==> src/rtl/axi_lite_master_cmd.sv <==
// rtl/axi_lite_master_cmd.sv - single-outstanding AXI4-Lite master driven by a register request/response stream
module axi_lite_master_cmd #(
    parameter int DATA_WIDTH = 32,
    parameter int ADDR_WIDTH = 32,
    parameter int CNT_WIDTH  = 16
) (
    input  logic                    clk,
    input  logic                    rst,
    input  logic [ADDR_WIDTH-1:0]   base_addr,
    input  logic                    req_valid,
    output logic                    req_ready,
    input  logic                    req_wr,
    input  logic [ADDR_WIDTH-1:0]   req_addr,
    input  logic [DATA_WIDTH-1:0]   req_wdata,
    input  logic [DATA_WIDTH/8-1:0] req_wstrb,
    output logic                    rsp_valid,
    input  logic                    rsp_ready,
    output logic                    rsp_wr,
    output logic [DATA_WIDTH-1:0]   rsp_rdata,
    output logic [1:0]              rsp_resp,
    output logic [ADDR_WIDTH-1:0]   m_axi_awaddr,
    output logic [2:0]              m_axi_awprot,
    output logic                    m_axi_awvalid,
    input  logic                    m_axi_awready,
    output logic [DATA_WIDTH-1:0]   m_axi_wdata,
    output logic [DATA_WIDTH/8-1:0] m_axi_wstrb,
    output logic                    m_axi_wvalid,
    input  logic                    m_axi_wready,
    input  logic [1:0]              m_axi_bresp,
    input  logic                    m_axi_bvalid,
    output logic                    m_axi_bready,
    output logic [ADDR_WIDTH-1:0]   m_axi_araddr,
    output logic [2:0]              m_axi_arprot,
    output logic                    m_axi_arvalid,
    input  logic                    m_axi_arready,
    input  logic [DATA_WIDTH-1:0]   m_axi_rdata,
    input  logic [1:0]              m_axi_rresp,
    input  logic                    m_axi_rvalid,
    output logic                    m_axi_rready,
    output logic [CNT_WIDTH-1:0]    wr_count,
    output logic [CNT_WIDTH-1:0]    rd_count,
    output logic [CNT_WIDTH-1:0]    err_count
);

    localparam int STRB_WIDTH = DATA_WIDTH / 8;

    typedef enum logic [2:0] {
        IDLE,
        WR_REQ,
        WR_RESP,
        RD_REQ,
        RD_DATA,
        RSP
    } state_t;

    state_t                  state_q, state_d;
    logic [ADDR_WIDTH-1:0]   addr_q, addr_d;
    logic [DATA_WIDTH-1:0]   wdata_q, wdata_d;
    logic [STRB_WIDTH-1:0]   wstrb_q, wstrb_d;
    logic                    req_ready_q, req_ready_d;
    logic                    awvalid_q, awvalid_d;
    logic                    wvalid_q, wvalid_d;
    logic                    bready_q, bready_d;
    logic                    arvalid_q, arvalid_d;
    logic                    rready_q, rready_d;
    logic                    rsp_valid_q, rsp_valid_d;
    logic                    rsp_wr_q, rsp_wr_d;
    logic [DATA_WIDTH-1:0]   rsp_rdata_q, rsp_rdata_d;
    logic [1:0]              rsp_resp_q, rsp_resp_d;
    logic [CNT_WIDTH-1:0]    wr_count_q, wr_count_d;
    logic [CNT_WIDTH-1:0]    rd_count_q, rd_count_d;
    logic [CNT_WIDTH-1:0]    err_count_q, err_count_d;

    always_ff @(posedge clk) begin
        if (rst) begin
            state_q     <= IDLE;
            addr_q      <= '0;
            wdata_q     <= '0;
            wstrb_q     <= '0;
            req_ready_q <= 1'b1;
            awvalid_q   <= 1'b0;
            wvalid_q    <= 1'b0;
            bready_q    <= 1'b0;
            arvalid_q   <= 1'b0;
            rready_q    <= 1'b0;
            rsp_valid_q <= 1'b0;
            rsp_wr_q    <= 1'b0;
            rsp_rdata_q <= '0;
            rsp_resp_q  <= '0;
            wr_count_q  <= '0;
            rd_count_q  <= '0;
            err_count_q <= '0;
        end else begin
            state_q     <= state_d;
            addr_q      <= addr_d;
            wdata_q     <= wdata_d;
            wstrb_q     <= wstrb_d;
            req_ready_q <= req_ready_d;
            awvalid_q   <= awvalid_d;
            wvalid_q    <= wvalid_d;
            bready_q    <= bready_d;
            arvalid_q   <= arvalid_d;
            rready_q    <= rready_d;
            rsp_valid_q <= rsp_valid_d;
            rsp_wr_q    <= rsp_wr_d;
            rsp_rdata_q <= rsp_rdata_d;
            rsp_resp_q  <= rsp_resp_d;
            wr_count_q  <= wr_count_d;
            rd_count_q  <= rd_count_d;
            err_count_q <= err_count_d;
        end
    end

    // Every output is the registered image of a *_d value, so no input reaches an output combinationally.
    always_comb begin
        state_d     = state_q;
        addr_d      = addr_q;
        wdata_d     = wdata_q;
        wstrb_d     = wstrb_q;
        req_ready_d = req_ready_q;
        awvalid_d   = awvalid_q;
        wvalid_d    = wvalid_q;
        bready_d    = bready_q;
        arvalid_d   = arvalid_q;
        rready_d    = rready_q;
        rsp_valid_d = rsp_valid_q;
        rsp_wr_d    = rsp_wr_q;
        rsp_rdata_d = rsp_rdata_q;
        rsp_resp_d  = rsp_resp_q;
        wr_count_d  = wr_count_q;
        rd_count_d  = rd_count_q;
        err_count_d = err_count_q;

        case (state_q)
            IDLE: begin
                if (req_valid && req_ready_q) begin
                    addr_d      = base_addr + req_addr;
                    wdata_d     = req_wdata;
                    wstrb_d     = req_wstrb;
                    rsp_wr_d    = req_wr;
                    req_ready_d = 1'b0;
                    if (req_wr) begin
                        awvalid_d = 1'b1;
                        wvalid_d  = 1'b1;
                        state_d   = WR_REQ;
                    end else begin
                        arvalid_d = 1'b1;
                        state_d   = RD_REQ;
                    end
                end
            end
            WR_REQ: begin
                if (awvalid_q && m_axi_awready) awvalid_d = 1'b0;
                if (wvalid_q && m_axi_wready) wvalid_d = 1'b0;
                // Both channels finished, whether this cycle or earlier.
                if (!awvalid_d && !wvalid_d) begin
                    bready_d = 1'b1;
                    state_d  = WR_RESP;
                end
            end
            WR_RESP: begin
                if (m_axi_bvalid && bready_q) begin
                    bready_d    = 1'b0;
                    rsp_valid_d = 1'b1;
                    rsp_rdata_d = '0;
                    rsp_resp_d  = m_axi_bresp;
                    wr_count_d  = wr_count_q + CNT_WIDTH'(1);
                    if (m_axi_bresp[1]) err_count_d = err_count_q + CNT_WIDTH'(1);
                    state_d     = RSP;
                end
            end
            RD_REQ: begin
                if (arvalid_q && m_axi_arready) begin
                    arvalid_d = 1'b0;
                    rready_d  = 1'b1;
                    state_d   = RD_DATA;
                end
            end
            RD_DATA: begin
                if (m_axi_rvalid && rready_q) begin
                    rready_d    = 1'b0;
                    rsp_valid_d = 1'b1;
                    rsp_rdata_d = m_axi_rdata;
                    rsp_resp_d  = m_axi_rresp;
                    rd_count_d  = rd_count_q + CNT_WIDTH'(1);
                    if (m_axi_rresp[1]) err_count_d = err_count_q + CNT_WIDTH'(1);
                    state_d     = RSP;
                end
            end
            RSP: begin
                if (rsp_ready) begin
                    rsp_valid_d = 1'b0;
                    req_ready_d = 1'b1;
                    state_d     = IDLE;
                end
            end
            default: begin
                state_d = IDLE;
            end
        endcase
    end

    assign req_ready     = req_ready_q;
    assign rsp_valid     = rsp_valid_q;
    assign rsp_wr        = rsp_valid_q ? rsp_wr_q : 1'b0;
    assign rsp_rdata     = rsp_rdata_q;
    assign rsp_resp      = rsp_resp_q;
    assign m_axi_awaddr  = addr_q;
    assign m_axi_awprot  = 3'b000;
    assign m_axi_awvalid = awvalid_q;
    assign m_axi_wdata   = wdata_q;
    assign m_axi_wstrb   = wstrb_q;
    assign m_axi_wvalid  = wvalid_q;
    assign m_axi_bready  = bready_q;
    assign m_axi_araddr  = addr_q;
    assign m_axi_arprot  = 3'b000;
    assign m_axi_arvalid = arvalid_q;
    assign m_axi_rready  = rready_q;
    assign wr_count      = wr_count_q;
    assign rd_count      = rd_count_q;
    assign err_count     = err_count_q;

endmodule

==> config.mk <==
export PLATFORM = sky130hd
export DESIGN_NAME = axi_lite_master_cmd
export DESIGN_NICKNAME = d
export VERILOG_FILES = /design/src/rtl/axi_lite_master_cmd.sv
export SDC_FILE = /design/constraint.sdc
export NUM_CORES = 1
export LEC_CHECK = 0
export CORE_ASPECT_RATIO = 0.9
export CORE_MARGIN = 4
export CORE_UTILIZATION = 25
export CTS_CLUSTER_SIZE = 14
export DETAILED_ROUTE_END_ITERATION = 7
export GPL_TIMING_DRIVEN = 0
export SLEW_MARGIN = 30
export SYNTH_ARGS = -nofsm -noshare
export SYNTH_HDL_FRONTEND = slang
export SYNTH_SLANG_ARGS = --single-unit
==> constraint.sdc <==
create_clock -name clk -period 5.15 [get_ports clk]
set_input_delay 0.7725 -clock clk [delete_from_list [all_inputs] [get_ports clk]]
set_output_delay 0.7725 -clock clk [all_outputs]
set_load 0.02 [all_outputs]
**Word level (Yosys, flattened, before mapping)**

Index checks and enable logic that the tools add are counted.

- Input port bits: 146
- Bits in registers: 161
- Logic and storage cells: 110

- Multiplexer cells: 45
- Reductions and logical operators: 29
- Eq/ne operators: 15
- Add/subtract/negate cells: 4

Operators by type and width:

| cell | count |
|---|---|
| $mux 16 | 4 |
| $mux 32 | 2 |
| $pmux 32 s2 | 1 |
| $add 16x1->16 const B | 3 |
| $add 32x32->32 | 1 |
| $pmux 16 s2 | 1 |
| $ne 2x2->1 const B | 10 |
| $mux 1 | 19 |
| $mux 3 | 6 |
| $pmux 3 s6 | 1 |
| $reduce_and 3->1 | 5 |
| $pmux 1 s2 | 6 |
| $reduce_bool 2->1 | 6 |
| $reduce_and 4->1 | 2 |
| $logic_and 1x1->1 | 7 |
| $eq 3x2->1 const B | 2 |
| $eq 3x3->1 const B | 2 |
| $mux 2 | 3 |
| $reduce_and 2->1 | 3 |
| $reduce_and 6->1 | 1 |
| $reduce_and 5->1 | 1 |
| $pmux 2 s2 | 1 |
| $eq 3x1->1 const B | 1 |
| $logic_not 3->1 | 1 |
| other kinds (3) | 4 |

**Depth between registers and ports, before layout**

- Depth in word-level cells: 7
- Depth in mapped cells: 9

**Worst setup path after synthesis**

Ideal clock, no wire load.

- Path kind: input-to-reg
- Start: input base_addr[0]
- End: register addr_q[20] (netlist: m_axi_araddr[20])
- Setup time: 0.132 ns
- Path buffers: 0
- Setup slack: 2.407 ns
- Data arrival time: 2.611 ns
- Stages: 9
- Cells stage by stage: ha_1 > fa_1 > a211o_1 > o211ai_1 > a2111oi_0 > or3_1 > xor2_1 > nand2_1 > a21oi_1

- Cells in the longest elaborated chain, start to end: 1

Ends and longest elaborated chain:

| element | line | text |
|---|---|---|
| from (decl) | 9 | `input logic [ADDR_WIDTH-1:0] base_addr,` |
| $add 32x32->32 | 137 | `addr_d = base_addr + req_addr;` |
| to (signal assigned) | 95 | `addr_q <= addr_d;` |
| to (decl) | 57 | `logic [ADDR_WIDTH-1:0] addr_q, addr_d;` |

No other way between the ends.
A chain may end at the register's enable or synchronous reset.

**Final worst setup path**

Same ends and word-level chain as after synthesis.

==> results.md <==
- Req. time, crit path: 5.44 ns
- Cell taking the most area after synthesis: dfxtp_1
- Tmin final: 3.17 ns
- Proportion of synthesized chip area in sequential cells: 38.6%
- Sink Count: 161
- Worst Slack Setup Final: 1.98 ns
- TNS Setup: 0 ns
- Maximum vdd drop: 0.000228 V
- Core Rows: 63
- Critical Path Start: base_addr[0]
- Count leader, synth: dfxtp_1
- XOR/XNOR Fraction of Synth Area: 5.35%
- Multiplexer share of the synthesized area: 0.959%
- Worst Setup Path Type: input pin to register
- Crit path DAT: 3.46 ns
- Top cells by count, synth: dfxtp_1 (161), nand2_1 (151), nor2_1 (112)
- Crit share post-route: 61.5%
- RR Startpoint: state_q[0]$_SDFFE_PP0P_
- CTS buffer count: 17
- Clk slew on worst S/H paths: 0.07 ns
- Detail Route Antenna Nets: 0
- Hold/Removal Path Class: register to register
- Worst Skew: 0.0126 ns
- Pwr per Cell Area: 322 nW/µm²
- Detailed Place HPWL: 24,900 µm
- # port buffers: 335
- Setup Fix Bufs, Post-CTS: 0
- Critical path's top delay family: compound AO/OA/AOI/OAI gates
- Max Slew Vio Count: 0
- Initial antenna violation count: 3
- Dpl ws: 1.39 ns
- CTS HTree Levels: 4
- Critical path's slowest cell: or3_1
- Leading post-synthesis cells by cell area: dfxtp_1 (39%), nand2_1 (6.8%), a21oi_1 (6.1%)
- All-Layer GR Usage: 16.6%
- R2R Path End: m_axi_wdata[29]$_SDFFE_PP0P_
- Max cap viols: 0
- LEAKAGE: 4.68 nW
- Drt via density: 4.77
- Core ar.: 32,900 µm²
- Main combinational cell family by area after synthesis: simple AND/OR/NAND/NOR gates
- Startpoint Class: input pin
- Max stage delay on crit path: 0.48 ns
- Final hold viol count: 0
- Setup violations, final: 0
- Achievable clock frequency: 316 MHz
- Die footprint: 36,400 µm²
- Synth Area in Compound Gates: 20.2%
- Final WL: 31,500 µm
- Adder-Cell Fraction of Synth Area: 5.34%
- Vias in the first global route: 8,432
- FF+latch count, synth: 161
- Worst Tran Pin Value: 0.879 ns
- Highest net fanout along the worst path: 5
- Area Growth Syn to Fin: 54.2%
- Synth Instances: 1,017
- Fraction of layout cells with a size suffix above 1: 7.42%
- RSZ-0062 raised after global routing: no
- Chip Height: 181 µm
- Reg2Reg Setup Slack: 2.41 ns
- Fillers: 3,345
- Run status: finished, final reports clean
- Final GP Congestion: 0.872
- DRC Markers: 0
- Grt total ovfl: 0
- Drt pass-1 iters: 5
- Stages on the worst setup path: 10
- Clk Latency, worst-skew pair: 0.43 ns
- CTS root buf: clkbuf_16
- CTS tree: built
- Cell Area, Synth: 8350 µm²
- Worst Setup End Kind: register
- Post_cts resized: 0
- Synth warn: 0
- DR WL/cell: 17.4 µm
- Die Width: 201 µm
- Initial core utilization: 25.3%
- Crit path cell chain: clkdlybuf4s50_1, ha_1, fa_1, a211o_1, o211ai_1, a2111oi_0, or3_1, xor2_1, nand2_1, a21oi_1
- DR iter-0 viols: 436
- Hold-fix buffers at CTS: 0
- Buf/Inv on CP: 1
- Largest net degree at the start of global routing: 17
- First-pass GRT wire length: 48,200 µm
- R2R depth: 6
- CTS max path bufs: 2
- Simple-Gate Fraction of Synth Area: 22.7%
- Avg Cell Area, Syn: 8.21 µm²
- Count of flip-flops with a built-in enable after synthesis: 0
- Worst setup path endpoint: m_axi_araddr[20]$_SDFFE_PP0P_
- Share of the synthesized area in the top cell type: 38.6%
- Vias: 8,654
- Ys async rst share: 0%
- Slew HR: 41.4%
- Top Ports: 342
- Fin nets: 1,557
- Ys flop type: dfxtp_1
- Yosys cell types: 79
==> worst register-to-register path: stages (launching register included) <==
cell	delay (ns)
dfxtp_1	0.30
buf_2	0.17
nor4_2	0.66
clkbuf_1	0.53
buf_1	0.73
nand2_1	0.13
a21oi_1	0.15
==> stage by stage <==
step / total power [mW] / instances / instance area (µm²) / hold slack, ns / utilization (%)
after floorplan: 2.19 / 1022 / 8370 / 0.432 / -
after global placement: 2.81 / 1779 / 12200 / 0.438 / 37.2
after detailed placement: 2.82 / 1779 / 12200 / 0.449 / 37.2
after CTS: 4.20 / 1811 / 12900 / 0.455 / 39.0
after global routing: 4.36 / 1813 / 12900 / 0.478 / 39.1
final: 4.15 / 1813 / 12900 / 0.453 / 39.1
==> layout by cell type (no fill, tap or decap), drive strengths merged, types with 21 or more instances in the layout <==
master	n
clkdlybuf4s50	335
dfxtp	161
nand2	151
nor2	113
a21oi	107
clkbuf	62
buf	52
o21ai	35
ha	34
a22oi	32
xor2	30
nand3	29
nand4	28
xnor2	21
==> routing by layer <==
layer | vias to the layer above | GRT usage, % | wire (µm)
met5 | - | 0 | 12
met4 | 2 | 5.17 | 597
met3 | 34 | 4.59 | 2280
met2 | 293 | 26.7 | 14500
met1 | 4050 | 21.8 | 14200
li1 | 4275 | - | -
==> logic make-up after synthesis <==
kind of cell | after synthesis
AOI/OAI and AO/OA | 252
xor gates and xnor gates | 51
adders and majority gates | 35
buffers and inverters | 108
DFF | 161
muxes | 8
other | 1
and+or+nand+nor | 401
==> final cells by class <==
class                           instances  area (µm²)  area share [%]
Antenna cell                            2        5.00          0.0389
Buffer                                 95         526            4.08
Clock buffer                           19         443            3.44
Clock inverter                         13         175            1.36
Inverter                               13        48.8           0.379
Multi-Input combinational cell        753        4570            35.5
Sequential cell                       161        3220            25.0
Tap cell                              422         528            4.10
Timing Repair Buffer                  335        3350            26.1
==> registers in the layout, summed over array words and instances, names as in the netlist, 2 cells and up <==
| name | flops |
|---|---|
| rd_count | 16 |
| m_axi_wdata | 32 |
| rsp_resp | 2 |
| state_q | 3 |
| m_axi_araddr | 32 |
| rsp_rdata | 32 |
| m_axi_wstrb | 4 |
| err_count | 16 |
| wr_count | 16 |
==> power breakdown <==
part | switching (mW) | internal [mW] | total [mW]
clock | 0.574 | 0.787 | 1.36
sequential | 0.0918 | 1.35 | 1.44
combinational | 0.734 | 0.608 | 1.34
total | 1.40 | 2.75 | 4.15
==> how the worst min path moves through the flow <==
stage,endpoint,slack (ns),start,cells past startpoint
6_report,m_axi_wdata[21]$_SDFFE_PP0P_,0.45,m_axi_wdata[21]$_SDFFE_PP0P_,2
5_1_grt,m_axi_wdata[11]$_SDFFE_PP0P_,0.48,m_axi_wdata[11]$_SDFFE_PP0P_,2
4_1_cts,m_axi_wdata[19]$_SDFFE_PP0P_,0.46,m_axi_wdata[19]$_SDFFE_PP0P_,2
3_5_place_dp,m_axi_wdata[11]$_SDFFE_PP0P_,0.45,m_axi_wdata[11]$_SDFFE_PP0P_,2
3_3_place_gp,rsp_wr_q$_SDFFE_PP0P_,0.44,rsp_wr_q$_SDFFE_PP0P_,2
2_1_floorplan,rsp_wr_q$_SDFFE_PP0P_,0.43,rsp_wr_q$_SDFFE_PP0P_,2
Note: power is estimated with default switching activity, not from simulation.
